[src/rtl/calc1_req_sequencer.sv]
// Request sequencer for one calc1 port: queues commands, drives the two-cycle calc1 request, returns the response.
// Optional CALC1_SEQ_TIMEOUT_EN adds a WAIT_RESP timeout of TIMEOUT_CYC cycles; otherwise rsp_timeout is tied to 0.
module calc1_req_sequencer #(
    parameter int unsigned FIFO_DEPTH  = 4,
    parameter int unsigned TIMEOUT_CYC = 64
) (
    input  logic                          clk,
    input  logic                          reset,
    input  logic                          req_valid,
    output logic                          req_ready,
    input  logic [3:0]                    req_cmd,
    input  logic [31:0]                   req_data1,
    input  logic [31:0]                   req_data2,
    output logic [3:0]                    calc_cmd_out,
    output logic [31:0]                   calc_data_out,
    input  logic [1:0]                    calc_resp_in,
    input  logic [31:0]                   calc_data_in,
    output logic                          rsp_valid,
    input  logic                          rsp_ready,
    output logic [1:0]                    rsp_code,
    output logic [31:0]                   rsp_data,
    output logic                          rsp_timeout,
    output logic                          busy,
    output logic [$clog2(FIFO_DEPTH):0]   fifo_count
);

    localparam int unsigned AW = $clog2(FIFO_DEPTH);
    localparam int unsigned CW = AW + 1;

    localparam logic [2:0] S_IDLE      = 3'd0;
    localparam logic [2:0] S_SEND_OP1  = 3'd1;
    localparam logic [2:0] S_SEND_OP2  = 3'd2;
    localparam logic [2:0] S_WAIT_RESP = 3'd3;
    localparam logic [2:0] S_HOLD_RSP  = 3'd4;

    logic [2:0]    state;
    logic [3:0]    fifo_cmd [FIFO_DEPTH];
    logic [31:0]   fifo_d1  [FIFO_DEPTH];
    logic [31:0]   fifo_d2  [FIFO_DEPTH];
    logic [AW-1:0] wr_ptr;
    logic [AW-1:0] rd_ptr;
    logic [CW-1:0] count;
    logic          fifo_empty;
    logic          fifo_full;
    logic          push;
    logic          pop;
    logic [3:0]    head_cmd;
    logic [31:0]   head_d1;
    logic [31:0]   head_d2;
    logic [31:0]   op2_q;

    assign fifo_empty = (count == '0);
    assign fifo_full  = (count == CW'(FIFO_DEPTH));
    assign req_ready  = !fifo_full;
    assign push       = req_valid && !fifo_full;
    assign pop        = (state == S_IDLE) && !fifo_empty;
    assign head_cmd   = fifo_cmd[rd_ptr];
    assign head_d1    = fifo_d1[rd_ptr];
    assign head_d2    = fifo_d2[rd_ptr];
    assign busy       = (state != S_IDLE);
    assign fifo_count = count;

    always_ff @(posedge clk) begin
        if (push) begin
            fifo_cmd[wr_ptr] <= req_cmd;
            fifo_d1[wr_ptr]  <= req_data1;
            fifo_d2[wr_ptr]  <= req_data2;
        end
    end

    always_ff @(posedge clk) begin
        if (reset) begin
            wr_ptr <= '0;
            rd_ptr <= '0;
            count  <= '0;
        end else begin
            if (push) wr_ptr <= wr_ptr + AW'(1);
            if (pop)  rd_ptr <= rd_ptr + AW'(1);
            case ({push, pop})
                2'b10:   count <= count + CW'(1);
                2'b01:   count <= count - CW'(1);
                default: count <= count;
            endcase
        end
    end

`ifdef CALC1_SEQ_TIMEOUT_EN
    localparam int unsigned TW = $clog2(TIMEOUT_CYC + 1);

    logic [TW-1:0] wait_cnt;
    logic          timeout_q;
    logic          expire;

    // A response on the expiry cycle wins, so expiry only fires with calc_resp_in idle.
    assign expire = (state == S_WAIT_RESP) && (calc_resp_in == 2'd0) &&
                    (wait_cnt == TW'(TIMEOUT_CYC - 1));

    always_ff @(posedge clk) begin
        if (reset) begin
            wait_cnt  <= '0;
            timeout_q <= 1'b0;
        end else begin
            if (state == S_SEND_OP2)
                wait_cnt <= '0;
            else if (state == S_WAIT_RESP)
                wait_cnt <= wait_cnt + TW'(1);
            if (expire)
                timeout_q <= 1'b1;
            else if (state == S_HOLD_RSP && rsp_ready)
                timeout_q <= 1'b0;
        end
    end

    assign rsp_timeout = timeout_q;
`else
    assign rsp_timeout = 1'b0;
`endif

    always_ff @(posedge clk) begin
        if (reset) begin
            state         <= S_IDLE;
            calc_cmd_out  <= '0;
            calc_data_out <= '0;
            op2_q         <= '0;
            rsp_valid     <= 1'b0;
            rsp_code      <= '0;
            rsp_data      <= '0;
        end else begin
            case (state)
                S_IDLE: begin
                    if (!fifo_empty) begin
                        if (head_cmd != 4'd0) begin
                            state         <= S_SEND_OP1;
                            calc_cmd_out  <= head_cmd;
                            calc_data_out <= head_d1;
                            op2_q         <= head_d2;
                        end else begin
                            // Null command is answered locally as invalid without touching the bus.
                            state     <= S_HOLD_RSP;
                            rsp_valid <= 1'b1;
                            rsp_code  <= 2'd3;
                            rsp_data  <= '0;
                        end
                    end
                end
                S_SEND_OP1: begin
                    state         <= S_SEND_OP2;
                    calc_cmd_out  <= '0;
                    calc_data_out <= op2_q;
                end
                S_SEND_OP2: begin
                    state         <= S_WAIT_RESP;
                    calc_data_out <= '0;
                end
                S_WAIT_RESP: begin
                    if (calc_resp_in != 2'd0) begin
                        state     <= S_HOLD_RSP;
                        rsp_valid <= 1'b1;
                        rsp_code  <= calc_resp_in;
                        rsp_data  <= calc_data_in;
                    end
`ifdef CALC1_SEQ_TIMEOUT_EN
                    else if (expire) begin
                        state     <= S_HOLD_RSP;
                        rsp_valid <= 1'b1;
                        rsp_code  <= '0;
                        rsp_data  <= '0;
                    end
`endif
                end
                S_HOLD_RSP: begin
                    if (rsp_ready) begin
                        state     <= S_IDLE;
                        rsp_valid <= 1'b0;
                    end
                end
                default: state <= S_IDLE;
            endcase
        end
    end

endmodule

[config.mk]
export PLATFORM = sky130hd
export DESIGN_NAME = calc1_req_sequencer
export DESIGN_NICKNAME = d
export VERILOG_FILES = /design/src/rtl/calc1_req_sequencer.sv
export SDC_FILE = /design/constraint.sdc
export NUM_CORES = 1
export LEC_CHECK = 0
export CAP_MARGIN = 5
export CORE_UTILIZATION = 35
export DETAILED_ROUTE_END_ITERATION = 10
export GPL_TIMING_DRIVEN = 0
export HOLD_SLACK_MARGIN = 0.06
export PLACE_DENSITY_LB_ADDON = 0.2
export SYNTH_ARGS = -nofsm -noshare
export SYNTH_HDL_FRONTEND = slang
export SYNTH_SLANG_ARGS = --single-unit
[constraint.sdc]
create_clock -name clk -period 6.4 [get_ports clk]
set_input_delay 1.92 -clock clk [delete_from_list [all_inputs] [get_ports clk]]
set_output_delay 1.92 -clock clk [all_outputs]
set_load 0.01 [all_outputs]
Word level (Yosys, flattened, before mapping):

Memories as Yosys holds them, arrays and structs flattened. A register that Yosys moved wholly into a read port is not among the register bits.
Cells that the tools add are included.
Widths: inputs -> output; s select.

* flip-flop bits (word level): 81
* RAM bits: 272
* input port bits: 106
* output and inout port bits: 77
* memories kept: 3

Memories
* fifo_d1: depth 4, width 32, read ports 1, clocked after Yosys merged registers in 1, write ports 1, line 38 `logic [31:0] fifo_d1 [FIFO_DEPTH];`
* fifo_d2: depth 4, width 32, read ports 1, clocked after Yosys merged registers in 1, write ports 1, line 39 `logic [31:0] fifo_d2 [FIFO_DEPTH];`
* fifo_cmd: depth 4, width 4, read ports 1, clocked after Yosys merged registers in 1, write ports 1, line 37 `logic [3:0] fifo_cmd [FIFO_DEPTH];`

* add/subtract/negate cells: 4
* eq/ne operators: 12
* muxes and demuxes: 31
* bitwise operators: 1
* reductions and logical operators: 20

Operators by type and width (number)
* $mux 32: 5
* $pmux 32 s3: 1
* $pmux 32 s2: 1
* $pmux 3 s5: 1
* $mux 2: 7
* $mux 3: 4
* $reduce_and 3->1: 4
* $reduce_bool 3->1: 3
* $mux 4: 2
* $ne 2x2->1 const B: 4
* $pmux 4 s2: 1
* $reduce_bool 2->1: 4
* $eq 3x2->1 const B: 2
* $eq 3x3->1 const B: 2
* $logic_not 3->1: 2
* $mux 1: 6
* $pmux 3 s2: 1
* $reduce_and 5->1: 1
* $add 2x1->2 const B: 2
* $pmux 2 s2: 1
* $reduce_and 4->1: 1
* $reduce_bool 4->1: 1
* $add 3x1->3 const B: 1
* $eq 3x1->1 const B: 1
* other kinds (8): 10

Longest topological paths before layout:

Gate-level depths: netlist of the first run.

* depth in word-level cells: 5
* gate-level depth with buffers: 10
* depth with buffers taken out: 8

Least setup slack after synthesis of the first run:

No wires, ideal clock.

* path kind: input to register
* start: input req_valid
* end: memory fifo_cmd[0][0] (enable)
* arrival time: 3554 ps
* required time: 5966 ps
* setup slack: 2412 ps
* stages on the path: 1
* buffers on the path: 0
* cell sequence: and3_1

* cells in the longest elaborated chain, start to end: 3

RTL lines
* from (decl): line 9 `input logic req_valid,`
* $logic_and 1x1->1: line 55 `assign push = req_valid && !fifo_full;`
* $mux 1: line 64 `if (push) begin`
* $mux 1 (not written as such): line 65 `fifo_cmd[wr_ptr] <= req_cmd;`
* to (decl): line 37

No other way between the ends.

Final worst setup path of the first run:

* start: register state[0]
* end: output busy

* cells in the longest elaborated chain, start to end: 1

RTL lines
* from (decl): line 36 `logic [2:0] state;`
* from (signal assigned): line 121 `state <= S_IDLE;`
* from (signal assigned): line 133 `state <= S_SEND_OP1;`
* from (signal assigned): line 139 `state <= S_HOLD_RSP;`
* $reduce_bool 3->1: line 60 `assign busy = (state != S_IDLE);`
* to (decl): line 23 `output logic busy,`

No other way between the ends.

==> results_dict.tcl, run 1 <==
set metrics [dict create \
    run_status "finished clean" \
    fp-row-count 75 \
    viasPerCell 5.164 \
    core_sq_um 41850 \
    chipHeight_microns 207.8 \
    finalNonFillerCells 1710 \
    wire_per_inst_microns 21.35 \
    post_cts_hold_buffers 0 \
    totalWireLength_mm 36.51 \
    synthSimpleGateAreaFrac 0.03352 \
    synthFlopType "edfxtp_1" \
    critPathBufInv 3 \
    grt_start_max_net_pins 40 \
    dieArea_sq_um 43160 \
    synth_warnings 0 \
    power_per_cell_area_nw_per_um2 426.6 \
    post_synth.cell_area_avg_sq_um 16.32 \
    synthToLayoutAreaGrowth_pct 27.06 \
    postLayoutCoreUtil 0.4498 \
    synth_compound_gate_area_share 0.1229 \
    setup_violation_total_in_the_final_timing_report 0 \
    clkSlewWorstSetupHoldPaths_ns 0.06 \
    fraction_of_the_yosys_area_taken_by_sequential_cells 0.7066 \
    power_uw 8032 \
    period_share 0.6933 \
    synth-edff-count 272 \
    end_kind "primary output" \
    slowest_stage "nor3_1" \
    post_synth_fa_ha_maj_area_fraction 0.005573 \
    routed-via-count 8830 \
    synth-xor-area-share 0.002956 \
    antenna_diode_count 0 \
    timing_worst_setup_path_type "register to primary output" \
    initial_antenna_violation_count 0 \
    syn-cell-area_sq_um 14820 \
    ctsResizeCount 0 \
    rsz0062_at_grt "false" \
    ioPinCount 183 \
    muxShareOfSynthArea 0.1040 \
    max_slew.worst_pin.slew_ns 1.040 \
    first_global_vias 8986 \
    antenna_violating_nets_post_route 0 \
    globalplace.congestion 0.7950 \
    critical_path_required_ns 4.48 \
    holdCritPathClass "register to register" \
    setup-tns-final_ns 0 \
    slowest_delay_ns 0.87 \
    cp_cell_instances "clkbuf_1 > nor3_1 > inv_1 > clkdlybuf4s50_1" \
    die-width_microns 207.8 \
    drt_drc_violations_left 0 \
    drtPass1Iterations 5 \
    crit_path_start_kind "register" \
    ys_async_sr_fraction 0 \
    report.final.slew_viol_count 0 \
    synth_seq_cells 387 \
    synth_top_family_by_area "compound AO/OA/AOI/OAI gates" \
    irDropWorstVdd_v 0.0001933 \
    total_clock_buffers_created_by_cts 43 \
    fmax_mhz 225.4 \
    grt_remaining_overflow 0 \
    critical_path_arrival_ns 2.52 \
    floorplan.initialDensity 0.3540 \
    netlist-cell-type-count 44 \
    detailedRoute.firstIterationViolations 648 \
    post_cts_buffers 0 \
    dp_cells 1631 \
    place.port_buffers 180 \
    hold_violations 0 \
    path_delay_family "simple AND/OR/NAND/NOR gates" \
    cts_max_level 2 \
    finalWorstPathRequiredPeriod_ns 4.437 \
    slew_headroom 0.3010 \
    grt.total_usage 0.1708 \
    clkLatencyLatePin_ns 0.56 \
    cts_root_buffer "clkbuf_16" \
    syn_nets 1020 \
    cts_tree "done" \
    post_route_cells_drive_above_1_share 0.1597 \
    synthCells 908 \
    place_hpwl_mm 25.01 \
    finish.net_count 1249 \
    ctsLongestPathBuffers 3 \
    rrSetupSlack_ns 2.81 \
    numClockSinks 387 \
    final.setup_skew_ns 0.01357 \
    leakagePower_uw 0.006092 \
    drv_cap 0 \
    grt_pass1_wl_mm 55.63 \
    worstPathMaxFanout 9 \
]
==> placed cells by master, fill, tap and decap left out, types with 7 or more instances in the layout <==
master           instances
clkbuf_16               45
buf_2                    7
a21oi_1                 72
clkdlybuf4s50_1        180
a311oi_1                32
nor2_1                   8
edfxtp_1               272
mux4_2                  68
nand2_1                 42
clkbuf_1                63
clkinv_2                 9
dfxtp_1                115
a22oi_1                 35
buf_1                   12
inv_1                    7
a22oi_2                 30
nand3_1                 34
o21ai_0                 32
o21bai_1                32
o21ai_1                  7
==> layer usage <==
metal	track usage	up-vias	part of all wire
met5	0	-	0
met4	0.04036	0	0.015
met3	0.03873	35	0.063
met2	0.2826	270	0.49
met1	0.2285	4417	0.43
li1	-	4108	-
==> worst reg2reg max path, stage by stage (launching register included) <==
cell and delay (ns):
dfxtp_1 0.29, clkbuf_1 0.18, nor3_1 0.87, nand2_1 0.50, inv_1 0.20, clkbuf_1 0.42, ha_1 0.31, fa_1 0.20
xnor2_1 0.08, or3_1 0.32, a21oi_1 0.14
==> cell usage after synthesis, drive strengths merged, types with 4 or more instances <==
cell | n | area, sq um
nand3 | 34 | 170.2
buf | 24 | 132.6
and3 | 4 | 25.02
nor2 | 8 | 30.03
o21ai | 39 | 195.2
inv | 7 | 26.28
ha | 5 | 62.56
clkbuf | 53 | 198.9
a311oi | 32 | 280.3
a21oi | 72 | 360.4
nand2 | 42 | 157.7
dfxtp | 115 | 2302
a22oi | 65 | 638.1
o21bai | 32 | 240.2
mux4 | 68 | 1531
edfxtp | 272 | 8168
nor2b | 5 | 31.28
==> power breakdown <==
group | internal [uW] | leakage [uW] | switching [uW] | total, uW
logic | 987 | 0.00196 | 1290 | 2280
registers | 3120 | 0.00344 | 218 | 3340
clock network | 1440 | 0.000691 | 977 | 2420
total | 5550 | 0.00609 | 2490 | 8030
==> kinds of logic after synthesis <==
logic type,Yosys count
adders and majority gates,6
DFF,387
other,1
xor gates and xnor gates,5
buffers and inverters,84
AOI/OAI and AO/OA,252
muxes,69
and+or+nand+nor,104
==> metrics by stage <==
step | worst slack [ns] | hold slack [ns] | instance area, sq um
2_1_floorplan | 2.412 | 0.4546 | 14820
3_3_place_gp | 0.3799 | 0.4504 | 17290
3_5_place_dp | 2.357 | 0.4669 | 17430
4_1_cts | 1.939 | 0.4802 | 18830
5_1_grt | 1.836 | 0.4947 | 18830
6_report | 1.963 | 0.4723 | 18830
==> final timing paths <==
path / depth (start not counted) / end / start
max: 4 / busy / state[0]$_SDFFE_PP0P_
min: 1 / rsp_code[1]$_SDFFE_PP0P_ / rsp_code[1]$_SDFFE_PP0P_
max reg2reg: 10 / fifo_count[2]$_SDFFE_PP0P_ / state[0]$_SDFFE_PP0P_
min reg2reg: 1 / rsp_code[1]$_SDFFE_PP0P_ / rsp_code[1]$_SDFFE_PP0P_
==> flip-flops by register name, indices dropped and copies added (netlist names), named ones only <==
signal and cells:
calc_data_out 32, rsp_data 32, rsp_code 2, fifo_d1 128, rd_ptr 2, fifo_d2 128, calc_cmd_out 4, fifo_cmd 16
wr_ptr 2, op2_q 32, fifo_count 3, rsp_valid 1, state 3
==> cell type report <==
| type | instances | area, sq um |
|---|---|---|
| fill | 3749 | 23030 |
| timing repair buffer | 184 | 1912 |
| buffer | 77 | 331.6 |
| clock buffer | 61 | 1246 |
| sequential | 387 | 10470 |
| inverter | 7 | 26.28 |
| clock inverter | 18 | 152.6 |
| multi-input combinational | 437 | 4014 |
| tap | 539 | 674.4 |
Note: power is estimated with default switching activity, not from simulation.
==> inputs of run 2 (changes only) <==
Clock period 6.4 ns to 4.35 ns, I/O delays scaled along.
==> results of run 2 <==
The final DEF is identical to that of run 1. Status: finished clean.
Main changes from that run: setup slack after placement 2.357 ns -> 0.8275 ns; setup slack after layout 1.963 ns -> 0.5276 ns; register-to-register setup slack 2.81 ns -> 0.76 ns; total power 8032 uW -> 11820 uW; worst IR drop on VDD 0.0001933 V -> 0.0002844 V
==> inputs of run 3 (changes only) <==
Settings changed: DONT_BUFFER_PORTS from default to 1.
==> run 3 against run 2 <==
Die area did not move; sequential cell count did not move; core utilization is 4.2 points lower; combinational power down 16%; sequential power grew 3%; global-route usage about the same; via count fell by 7.9%; clock-buffer cell count up 8; first-iteration DRC count is 9.7% lower; clock power increased by 4%; critical path type is now register to register.
==> results_dict.tcl, run 3 (synthesis results as in run 1) <==
set metrics [dict create \
    detailedRoute.firstIterationViolations 585 \
    period_share 0.8218 \
    leakagePower_uw 0.005409 \
    max_slew.worst_pin.slew_ns 1.084 \
    core_sq_um 41850 \
    hold_path.startpoint "op2_q[1]$_SDFFE_PP0P_" \
    place_hpwl_mm 24.81 \
    fp-row-count 75 \
    report.final.slew_viol_count 0 \
    drt-met1-wl_mm 15.25 \
    critical_path_required_ns 4.84 \
    r2r_path_end "fifo_count[2]$_SDFFE_PP0P_" \
    grt.total_usage 0.1711 \
    layout_common_cells "edfxtp_1 (272), dfxtp_1 (115), clkbuf_1 (74)" \
    final.setup.worst_slack_ns 0.7752 \
    ctsResizeCount 0 \
    totalWireLength_mm 36.52 \
    crit_path_start_kind "register" \
    dieArea_sq_um 43160 \
    run_status "finished clean" \
    first_global_vias 8349 \
    post_cts_hold_buffers 0 \
    finalNonFillerCells 1532 \
    fmax_mhz 279.7 \
    synthToLayoutAreaGrowth_pct 15.09 \
    slew_headroom 0.2720 \
    end_kind "register" \
    rrSetupSlack_ns 0.78 \
    critical_path_arrival_ns 4.07 \
    hold_violations 0 \
    total_clock_buffers_created_by_cts 44 \
    finalWorstPathRequiredPeriod_ns 3.575 \
    cts_max_level 2 \
    ff2ff_path_depth 10 \
    grt_remaining_overflow 0 \
    ctsLongestPathBuffers 3 \
    routed-via-count 8134 \
    setup_violation_total_in_the_final_timing_report 0 \
    numClockSinks 387 \
    final.setup_skew_ns 0.02236 \
    clkLatencyLatePin_ns 0.56 \
    clkSlewWorstSetupHoldPaths_ns 0.06 \
    drtPass1Iterations 5 \
    finish.net_count 1070 \
    worst_hold_slack_ns 0.4944 \
    post_route_cells_drive_above_1_share 0.1803 \
    antenna_diode_count 0 \
    rsz0062_at_grt "false" \
    antenna_violating_nets_post_route 0 \
    floorplan.initialDensity 0.3540 \
    highest_layer_used_for_signal_routing "met4" \
    place.port_buffers 0 \
    worst_hold_path.num_cells 2 \
    post_cts_buffers 0 \
    viasPerCell 5.309 \
    worstPathMaxFanout 10 \
    drt_drc_violations_left 0 \
    wl_met3_mm 3.088 \
    drv_cap 0 \
    timing_worst_setup_path_type "register to register" \
    summed_area_of_non_filler_cells_in_the_final_layout_sq_um 17050 \
    dp_cells 1451 \
    globalplace.congestion 0.7446 \
    dp_slack_ns 0.7656 \
    cts_root_buffer "clkbuf_16" \
    holdCritPathClass "register to register" \
    die-width_microns 207.8 \
    initial_antenna_violation_count 0 \
    layout.cells.most_common "edfxtp_1" \
    power_per_cell_area_nw_per_um2 676.9 \
    irDropWorstVdd_v 0.0003341 \
    chipHeight_microns 207.8 \
    cts_tree "done" \
    reg2reg_from "state[0]$_SDFFE_PP0P_" \
    wire_per_inst_microns 23.84 \
    reg_top3 "fifo_d1 x128, fifo_d2 x128" \
    ioPinCount 183 \
    grt_start_max_net_pins 43 \
    setup-tns-final_ns 0 \
    postPlaceCellArea_sq_um 15620 \
    routed-wl-met2_mm 17.54 \
    hold_path_end "op2_q[1]$_SDFFE_PP0P_" \
    grt_pass1_wl_mm 54.92 \
]
## run 3: cell types whose count changed in the layout (fill, tap and decap cells not counted)
cell,before,now
bufinv_16,2,5
clkbuf_16,45,44
clkinv_1,4,3
clkinv_2,9,1
clkbuf_1,63,74
clkbuf_8,6,4
clkdlybuf4s50_1,180,0
buf_12,0,1
buf_16,4,3
## run 3: stage by stage
stage,utilization,total power (uW)
detailed placement,0.3732,7982
global placement,0.3701,7959
floorplan,-,7007
global route,0.4074,12110
CTS,0.4074,11700
finish,0.4074,11540
## run 3: area by class of cell
class | instances | area, sq um
Fill cell | 3830 | 24800
Sequential cell | 387 | 10470
Multi-Input combinational cell | 437 | 4014
Clock buffer | 69 | 1235
Tap cell | 539 | 674.4
Buffer | 77 | 331.6
Clock inverter | 12 | 198.9
Timing Repair Buffer | 4 | 102.6
Inverter | 7 | 26.28
## run 3: worst max-delay path by stage
stage | to | cells past startpoint | start | slack, ns
global route | fifo_count[2]$_SDFFE_PP0P_ | 10 | state[1]$_SDFFE_PP0P_ | 0.52
floorplan | fifo_cmd[0][0]$_DFFE_PP_ | 1 | req_valid | 0.98
detailed placement | fifo_count[2]$_SDFFE_PP0P_ | 10 | state[0]$_SDFFE_PP0P_ | 0.77
CTS | fifo_count[2]$_SDFFE_PP0P_ | 10 | state[0]$_SDFFE_PP0P_ | 0.75
global placement | fifo_d1[0][3]$_DFFE_PP_ | 1 | req_valid | -0.55
finish | fifo_count[2]$_SDFFE_PP0P_ | 10 | state[0]$_SDFFE_PP0P_ | 0.78
## run 3: routing by layer
layer | global-route usage | vias up
met2 | 0.2786 | 227
met3 | 0.06505 | 50
li1 | - | 3732
met1 | 0.2144 | 4125
met4 | 0.04266 | 0
met5 | 0 | -
## run 3: report_power, final
part | total, uW | switching (uW) | internal [uW]
clock network | 3700 | 1450 | 2250
logic | 2800 | 1700 | 1100
registers | 5050 | 454 | 4590
## run 3: critical path, stage by stage, from the launching register on
cell      delay [ns]
dfxtp_1         0.29
clkbuf_1        0.18
nor3_1          0.90
nand2_1         0.51
inv_1           0.21
clkbuf_1        0.39
ha_1            0.29
fa_1            0.20
xnor2_1         0.08
or3_1           0.30
a21oi_1         0.14
